File: config.mk
export PLATFORM = sky130hd
export DESIGN_NAME = dot_product_sequencer_flat
export DESIGN_NICKNAME = d
export VERILOG_FILES = /design/src/rtl/dot_product_sequencer_pkg.sv /design/src/rtl/dot_product_sequencer_if.sv /design/src/rtl/dot_product_sequencer_dp_tag_pipe.sv /design/src/rtl/dot_product_sequencer.sv /design/src/flat_wrapper.sv
export SDC_FILE = /design/constraint.sdc
export NUM_CORES = 1
export LEC_CHECK = 0
export CORE_UTILIZATION = 25
export CTS_BUF_LIST = sky130_fd_sc_hd__clkbuf_8
export DETAILED_ROUTE_END_ITERATION = 12
export SLEW_MARGIN = 20
export SYNTH_ARGS = -nofsm -noshare
export SYNTH_HDL_FRONTEND = slang
export SYNTH_SLANG_ARGS = --single-unit
export TNS_END_PERCENT = 5
File: constraint.sdc
create_clock -name clk -period 5 [get_ports clk]
set_clock_uncertainty 0.2 [all_clocks]
set_input_delay 0.75 -clock clk [delete_from_list [all_inputs] [get_ports clk]]
set_output_delay 0.75 -clock clk [all_outputs]
set_load 0.01 [all_outputs]
File: src/rtl/dot_product_sequencer_pkg.sv
// Shared types and constants for the dot-product row sequencer.
// Scores are signed 8.18 fixed point; RES_MIN seeds the running argmax.
package dot_product_sequencer_pkg;
  localparam int RES_W  = 26;
  localparam int ROW_AW = 4;

  localparam logic signed [RES_W-1:0] RES_MIN = {1'b1, {(RES_W-1){1'b0}}};

  typedef enum logic [1:0] {
    ST_IDLE  = 2'd0,
    ST_ISSUE = 2'd1,
    ST_DRAIN = 2'd2,
    ST_DONE  = 2'd3
  } state_e;

  typedef struct packed {
    logic              valid;
    logic [ROW_AW-1:0] idx;
  } tag_t;
endpackage

File: src/rtl/dot_product_sequencer_if.sv
// Control, weight-ROM and DotProduct-side signals of the row sequencer.
// master = classifier control / bench side, slave = sequencer side.
interface dot_product_sequencer_if;
  import dot_product_sequencer_pkg::*;

  logic                     start;
  logic                     busy;
  logic                     done;
  logic                     row_rd_en;
  logic [ROW_AW-1:0]        row_addr;
  logic signed [RES_W-1:0]  dp_value;
  logic                     score_valid;
  logic [ROW_AW-1:0]        score_idx;
  logic signed [RES_W-1:0]  score_value;
  logic [ROW_AW-1:0]        best_class;
  logic signed [RES_W-1:0]  best_value;

  modport master (
    output start, dp_value,
    input  busy, done, row_rd_en, row_addr, score_valid, score_idx, score_value,
           best_class, best_value
  );

  modport slave (
    input  start, dp_value,
    output busy, done, row_rd_en, row_addr, score_valid, score_idx, score_value,
           best_class, best_value
  );
endinterface

File: src/rtl/dot_product_sequencer_dp_tag_pipe.sv
// Shift register of row tags that mirrors the ROM + DotProduct latency.
// The last stage is the tag whose score is on dp_value this cycle.
module dp_tag_pipe
  import dot_product_sequencer_pkg::*;
#(
  parameter int DEPTH = 5
) (
  input  logic clk,
  input  logic rst,
  input  tag_t push_i,
  output tag_t pop_o,
  output logic busy_o
);

  tag_t pipe_q [DEPTH];

  always_ff @(posedge clk or posedge rst) begin
    if (rst) begin
      for (int i = 0; i < DEPTH; i++) pipe_q[i] <= '0;
    end else begin
      pipe_q[0] <= push_i;
      for (int i = 1; i < DEPTH; i++) pipe_q[i] <= pipe_q[i-1];
    end
  end

  always_comb begin
    busy_o = 1'b0;
    for (int i = 0; i < DEPTH; i++) busy_o = busy_o | pipe_q[i].valid;
  end

  assign pop_o = pipe_q[DEPTH-1];

endmodule

File: src/rtl/dot_product_sequencer.sv
// Issues one weight-row read per cycle, captures each DotProduct score as it
// leaves the pipeline, and tracks a signed running argmax over the rows.
module dot_product_sequencer
  import dot_product_sequencer_pkg::*;
#(
  parameter int NUM_ROWS = 10,
  parameter int PIPE_LAT = 4
) (
  input  logic                     clk,
  input  logic                     GlobalReset,
  dot_product_sequencer_if.slave   bus
);

  localparam logic [ROW_AW-1:0] LAST_ROW = ROW_AW'(NUM_ROWS - 1);

  state_e                  state_q, state_d;
  logic [ROW_AW-1:0]       row_q, row_d;
  logic                    clear_best;
  logic                    score_valid_q;
  logic [ROW_AW-1:0]       score_idx_q;
  logic signed [RES_W-1:0] score_value_q;
  logic [ROW_AW-1:0]       best_class_q;
  logic signed [RES_W-1:0] best_value_q;
  tag_t                    push_tag, pop_tag;
  logic                    pipe_busy;

  // One extra stage covers the ROM read cycle ahead of the DotProduct latency.
  dp_tag_pipe #(.DEPTH(1 + PIPE_LAT)) u_tag_pipe (
    .clk    (clk),
    .rst    (GlobalReset),
    .push_i (push_tag),
    .pop_o  (pop_tag),
    .busy_o (pipe_busy)
  );

  assign push_tag.valid = (state_q == ST_ISSUE);
  assign push_tag.idx   = row_q;

  always_ff @(posedge clk or posedge GlobalReset) begin
    if (GlobalReset) begin
      state_q <= ST_IDLE;
      row_q   <= '0;
    end else begin
      state_q <= state_d;
      row_q   <= row_d;
    end
  end

  always_comb begin
    state_d    = state_q;
    row_d      = row_q;
    clear_best = 1'b0;
    case (state_q)
      ST_IDLE: begin
        if (bus.start) begin
          state_d    = ST_ISSUE;
          row_d      = '0;
          clear_best = 1'b1;
        end
      end
      ST_ISSUE: begin
        if (row_q == LAST_ROW) state_d = ST_DRAIN;
        else                   row_d   = row_q + 1'b1;
      end
      ST_DRAIN: begin
        if (!pipe_busy) state_d = ST_DONE;
      end
      ST_DONE:  state_d = ST_IDLE;
      default:  state_d = ST_IDLE;
    endcase
  end

  // Strict compare: on a tie the earlier (lower) row index is kept.
  always_ff @(posedge clk or posedge GlobalReset) begin
    if (GlobalReset) begin
      score_valid_q <= 1'b0;
      score_idx_q   <= '0;
      score_value_q <= '0;
      best_class_q  <= '0;
      best_value_q  <= RES_MIN;
    end else begin
      score_valid_q <= pop_tag.valid;
      if (pop_tag.valid) begin
        score_idx_q   <= pop_tag.idx;
        score_value_q <= bus.dp_value;
      end
      if (clear_best) begin
        best_class_q <= '0;
        best_value_q <= RES_MIN;
      end else if (pop_tag.valid && (bus.dp_value > best_value_q)) begin
        best_class_q <= pop_tag.idx;
        best_value_q <= bus.dp_value;
      end
    end
  end

  assign bus.busy        = (state_q == ST_ISSUE) || (state_q == ST_DRAIN);
  assign bus.done        = (state_q == ST_DONE);
  assign bus.row_rd_en   = (state_q == ST_ISSUE);
  assign bus.row_addr    = row_q;
  assign bus.score_valid = score_valid_q;
  assign bus.score_idx   = score_idx_q;
  assign bus.score_value = score_value_q;
  assign bus.best_class  = best_class_q;
  assign bus.best_value  = best_value_q;

endmodule
File: src/flat_wrapper.sv
// flat-port wrapper written by rule: the top's interface ports become plain ports
module dot_product_sequencer_flat import dot_product_sequencer_pkg::*;
#(
  parameter int NUM_ROWS = 10,
  parameter int PIPE_LAT = 4
)
  (clk, GlobalReset, bus_start, bus_dp_value, bus_busy, bus_done, bus_row_rd_en, bus_row_addr, bus_score_valid, bus_score_idx, bus_score_value, bus_best_class, bus_best_value);
  dot_product_sequencer_if bus_i ();
  input  logic clk;
  input  logic GlobalReset;
  input wire logic [$bits(bus_i.start)-1:0] bus_start;
  input wire logic [$bits(bus_i.dp_value)-1:0] bus_dp_value;
  output wire logic [$bits(bus_i.busy)-1:0] bus_busy;
  output wire logic [$bits(bus_i.done)-1:0] bus_done;
  output wire logic [$bits(bus_i.row_rd_en)-1:0] bus_row_rd_en;
  output wire logic [$bits(bus_i.row_addr)-1:0] bus_row_addr;
  output wire logic [$bits(bus_i.score_valid)-1:0] bus_score_valid;
  output wire logic [$bits(bus_i.score_idx)-1:0] bus_score_idx;
  output wire logic [$bits(bus_i.score_value)-1:0] bus_score_value;
  output wire logic [$bits(bus_i.best_class)-1:0] bus_best_class;
  output wire logic [$bits(bus_i.best_value)-1:0] bus_best_value;
  assign bus_i.start = bus_start;
  assign bus_i.dp_value = bus_dp_value;
  assign bus_busy = bus_i.busy;
  assign bus_done = bus_i.done;
  assign bus_row_rd_en = bus_i.row_rd_en;
  assign bus_row_addr = bus_i.row_addr;
  assign bus_score_valid = bus_i.score_valid;
  assign bus_score_idx = bus_i.score_idx;
  assign bus_score_value = bus_i.score_value;
  assign bus_best_class = bus_i.best_class;
  assign bus_best_value = bus_i.best_value;
  dot_product_sequencer #(.NUM_ROWS(NUM_ROWS), .PIPE_LAT(PIPE_LAT)) u_core (.clk(clk), .GlobalReset(GlobalReset), .bus(bus_i));
endmodule
---- Word-level counts from Yosys, hierarchy flattened ----
Index checks and enable logic that the tools add are counted.
storage, ports and cells
  bits in registers ....................... 92
  bits in latches ......................... 0
  memory bits (writable) .................. 0
  memory bits (read-only) ................. 0
  input port bits ......................... 29
  word-level logic and storage cells ...... 51
  memories ................................ 0
operators by class
  add/sub/neg operators ................... 1
  multipliers ............................. 0
  divide/modulo/power cells ............... 0
  $lt $le $gt $ge ......................... 1
  eq/ne operators ......................... 8
  shift operators ......................... 0
  multiplexer cells ....................... 13
  bitwise operators ....................... 4
  reductions and logical operators ........ 7
operator list
  kind                                           number
  two-way mux 26 bit                             2
  > comparator 26 bit                            1
  two-way mux 4 bit                              4
  one-hot mux 2 bit (4 select lines)             1
  one-hot mux 4 bit (2 select lines)             1
  two-way mux 2 bit                              3
  != test 2 bit, second input constant           3
  AND reduction 3 bit                            2
  adder 4 x 1 -> 4 bit, second input constant    1
  == test 2 bit, second input constant           2
  == test 4 bit, second input constant           1
  OR 1 bit                                       4
  nonzero test 2 bit                             2
  == test 2 x 1 -> 1 bit, second input constant  1
  zero test 2 bit                                1
  two-way mux 1 bit                              2
  != test 2 x 1 -> 1 bit, second input constant  1
  logical AND 1 bit                              1
  logical OR 1 bit                               1

---- Logic depth before layout (Yosys ltp) ----
  word-level depth ........................ 6
  depth in mapped cells ................... 9

---- Modules after synthesis ----
From an unflattened synthesis, not the netlist that was laid out.
unflattened totals
  cell total of the unflattened synthesis .. 369
  area, all modules ....................... 4,330.4 µm²
by module, submodules not included
  module                 times used  cells an instance  area each (µm²)  seq. area each (µm²)
  dot_product_sequencer  1           335                3,651.0          1,677.9
  dp_tag_pipe            1           34                 679.4            625.6

---- Least setup slack after synthesis ----
OpenSTA, ideal clock, no wires.
  path kind ............................... in2reg
  from .................................... input port bus_dp_value[25]
  to ...................................... register u_core.best_value_q[25] (netlist: u_core.bus.best_value[25])
  library setup time ...................... 0.075 ns
  data arrival time ....................... 2.548 ns
  data required time ...................... 4.725 ns
  setup slack ............................. 2.177 ns
  stages on the path ...................... 8
  path buffers ............................ 1
  cells stage by stage .................... ha_1 > nand4_2 > nor4_2 > nand2_1 > o2111ai_2 > mux2i_2 > buf_6 > mux2i_1
between the ends
  cells in the longest elaborated chain, start to end .. 3
  elaborated cells on any way between the ends .. 5
  classes of those cells .................. order compare (1); mux (2); reduce/logical (2)
ends and longest elaborated chain
  item                                 line                         RTL
  start, declared                      flat_wrapper.sv:12           input wire logic [$bits(bus_i.dp_value)-1:0] bus_dp_value;
  > comparator 26 bit                  dot_product_sequencer.sv:90  end else if (pop_tag.valid && (bus.dp_value > best_value_q)) begin
  logical AND 1 bit                    dot_product_sequencer.sv:90
  nonzero test 2 bit (no source line)  n/a
  end signal, assigned                 dot_product_sequencer.sv:92  best_value_q <= bus.dp_value;
  end, declared                        dot_product_sequencer.sv:23  logic signed [RES_W-1:0] best_value_q;
Parallel ways exist; a longest one is shown, timed or not. The select of a mux whose other input is x is not followed.
A chain may end at the register's enable or synchronous reset.

---- Worst setup path in the final report ----
  from .................................... input port bus_dp_value[25]
  to ...................................... register u_core.best_value_q[12] (netlist: u_core.bus.best_value[12])
between the ends
  cells in the longest elaborated chain, start to end .. 3
ends and longest elaborated chain
  item                                 line
  > comparator 26 bit                  dot_product_sequencer.sv:90
  logical AND 1 bit                    dot_product_sequencer.sv:90
  nonzero test 2 bit (no source line)  n/a
No other way between the ends.

==> impl_metrics.json <==
{
  "relSlewSlack_pct": 45.3,
  "io_pins": 97,
  "overflow": 0,
  "grt_pass1_wl_um": 15900,
  "synth_edf_count": 0,
  "ys.flop_type": "dfrtp_1",
  "die_y_um": 132,
  "vias_per_cell": 4.34,
  "synthesis.nets": 427,
  "cellPowerDensity_mw_per_mm2": 628,
  "yosysUniqueCellTypes": 35,
  "die_w_um": 132,
  "ctsResizeCount": 0,
  "antenna_found_initial": 0,
  "cts-root-buf": "clkbuf_8",
  "p_total_w": 0.00354,
  "synth_top_family_by_area": "multiplexers",
  "ys_ff_latch": 92,
  "async_flop_share_pct": 100,
  "worst_ir_drop_vdd_uv": 319,
  "synth_warnings": 0,
  "critical_path_class": "input pin to flip-flop",
  "rows": 47,
  "clock_tree.buffer_depth": 2,
  "grt_setup_unrepaired": "no",
  "synthTopCellsByArea": "dfrtp_1 54%, ha_1 9.8%, mux2_2 8.2%",
  "drive_gt1_share_pct": 12.9,
  "fin_setup_tns_ns": 0,
  "yosysSeqAreaShare_pct": 54.4,
  "syn_to_final_growth_pct": 33.2,
  "synth.area.mux_share_pct": 15.9,
  "synth_compound_gate_area_share_pct": 5.29,
  "mostFrequentLayoutCells": "96 x clkdlybuf4s50_1, 91 x dfrtp_1, 69 x nand2_1",
  "clock.fmax_mhz": 291,
  "final_common_cell": "clkdlybuf4s50_1",
  "crit_arrival_ns": 3.52,
  "period_needed_ns": 3.43,
  "critPathLaunchType": "input pin",
  "max_stage_delay_ns": 0.49,
  "drt_iter0_drc": 107,
  "initial_core_util_pct": 25.5,
  "nets": 524,
  "synth-simple-area-share_pct": 9.93,
  "syn_area_mm2": 0.00423,
  "fin_crit_sh_pct": 68.7,
  "crit_required_ns": 5.09,
  "die_area_mm2": 0.0175,
  "crit_path_max_fanout": 30,
  "hp-class": "flip-flop to flip-flop",
  "final-hold-violation-count": 0,
  "path_buf_inv": 2,
  "grt_max_degree": 66,
  "fill_cells": 1670,
  "antenna_cells": 0,
  "worstMarginPinSlew_ns": 0.821,
  "wire_per_inst_um": 13.8,
  "syn_inst": 365,
  "syn_area_per_cell_um2": 11.6,
  "synth_top_area_share_pct": 53.8,
  "post-route-drc-count": 0,
  "setup_viol": 0,
  "synth_fa_ha_area_share_pct": 9.75,
  "cts_buffers": 9,
  "gr-usage-all-layers_pct": 11.7,
  "grt_pass1_vias": 3107,
  "routed-via-count": 2980,
  "drtAntennaViolNets": 0,
  "hold_buffers": 0,
  "routed_wl_um": 9480,
  "firstDrtPassIters": 4,
  "path_delay_family": "buffers and inverters",
  "cts_tree": "done",
  "yosys.area.top_type": "dfrtp_1",
  "crit_chain": "clkdlybuf4s50_1 > ha_1 > nand4_2 > nor4_2 > nand2_1 > o2111ai_2 > mux2i_4 > buf_4 > mux2i_1",
  "status": "finished clean",
  "cp_slowest_cell": "clkdlybuf4s50_1",
  "clk_latency_ns": 0.38,
  "io_buffers": 96,
  "gp_congestion": 0.764,
  "cts_num_sinks": 92,
  "drv_slew": 0,
  "hpwl_um": 6760,
  "end_kind": "flip-flop",
  "cap_violations": 0,
  "cts.clk_slew.worst_paths_ns": 0.09,
  "synthXorXnorAreaFrac_pct": 0,
  "core_area_mm2": 0.0166,
  "h-tree-depth": 3,
  "post_cts_buffers": 0,
  "p_leak_nw": 2.47
}
==> flip-flops by register name (all words and copies together) (netlist names) <==
signal / flops
u_core.bus.best_class: 4
u_core.bus.best_value: 26
u_core.bus.row_addr: 4
u_core.bus.score_idx: 4
u_core.bus.score_valid: 1
u_core.bus.score_value: 26
u_core.state_q: 2
u_core.u_tag_pipe.pipe_q: 20
u_core.u_tag_pipe.pop_o: 5
==> per-stage QoR <==
| stage | area (um^2) | setup slack [ns] | utilization (%) | hold WS (ns) | instances |
|---|---|---|---|---|---|
| floorplan | 4230 | 1.66 | - | 0.131 | 365 |
| detailed placement | 5430 | 1.15 | 32.8 | 0.135 | 671 |
| CTS | 5630 | 1.55 | 34.0 | 0.156 | 686 |
| finish | 5640 | 1.57 | 34.0 | 0.147 | 686 |
| global route | 5640 | 1.33 | 34.0 | 0.162 | 686 |
| global placement | 5430 | 1.23 | 32.8 | 0.136 | 671 |
==> cell families (layout without fill, tap and decap cells) <==
group / count (synthesis) / after routing
AND/OR/NAND/NOR: 96 / 96
flip-flops: 92 / 92
multiplexers: 63 / 63
buffers and inverters: 47 / 148
AO/OA/AOI/OAI: 34 / 34
adder cells (fa/ha/maj): 33 / 33
==> cell type report <==
type	instances	area (um^2)	area share (%)
Sequential cell	92	2300	40.9
Clock inverter	5	61.3	1.09
Timing Repair Buffer	99	983	17.4
Clock buffer	10	138	2.44
Inverter	34	130	2.31
Multi-Input combinational cell	226	1750	31.0
Tap cell	220	275	4.88
==> final timing paths <==
| kind | startpoint | cells past startpoint | slack, ns | end |
|---|---|---|---|---|
| max | bus_dp_value[25] | 9 | 1.57 | u_core.bus.best_value[12] |
| min | u_core.u_tag_pipe.pipe_q[17] | 0 | 0.15 | u_core.u_tag_pipe.pipe_q[12] |
| max reg2reg | u_core.bus.best_value[25] | 9 | 1.85 | u_core.bus.best_value[12] |
| min reg2reg | u_core.u_tag_pipe.pipe_q[17] | 0 | 0.15 | u_core.u_tag_pipe.pipe_q[12] |
| max in group asynchronous | GlobalReset | 3 | 3.04 | u_core.bus.best_value[12] |
| min in group asynchronous | GlobalReset | 2 | 0.68 | u_core.bus.score_idx[3] |
==> worst register-to-register path: stages, from the launching register on <==
cell and delay, ns:
dfstp_2 0.58, inv_1 0.05, ha_1 0.35, nand4_2 0.15, nor4_2 0.36, nand2_1 0.11
o2111ai_2 0.26, mux2i_4 0.25, buf_4 0.48, mux2i_1 0.27
==> power breakdown <==
group	internal, W	switching (W)	leakage (nW)
Combinational	0.000934	0.000792	1.21
Sequential	0.00109	0.000216	1.16
Clock	0.000243	0.000268	0.0910
==> layer usage <==
metal / share of wire, % / track usage, %
met3: 5.5 / 3.58
met4: 1.7 / 4.39
met2: 48 / 19.2
met1: 45 / 14.5
met5: 0 / 0
==> synth_stat cells, types with 4 or more instances <==
library cell / instances
mux2_2: 31
mux2i_1: 31
ha_1: 33
nand2b_1: 4
a21oi_1: 13
nor2_1: 7
clkbuf_1: 7
dfrtp_1: 91
o21ai_0: 9
nand2_1: 70
inv_1: 34
nand4_1: 4
Note: power is estimated with default switching activity, not from simulation.
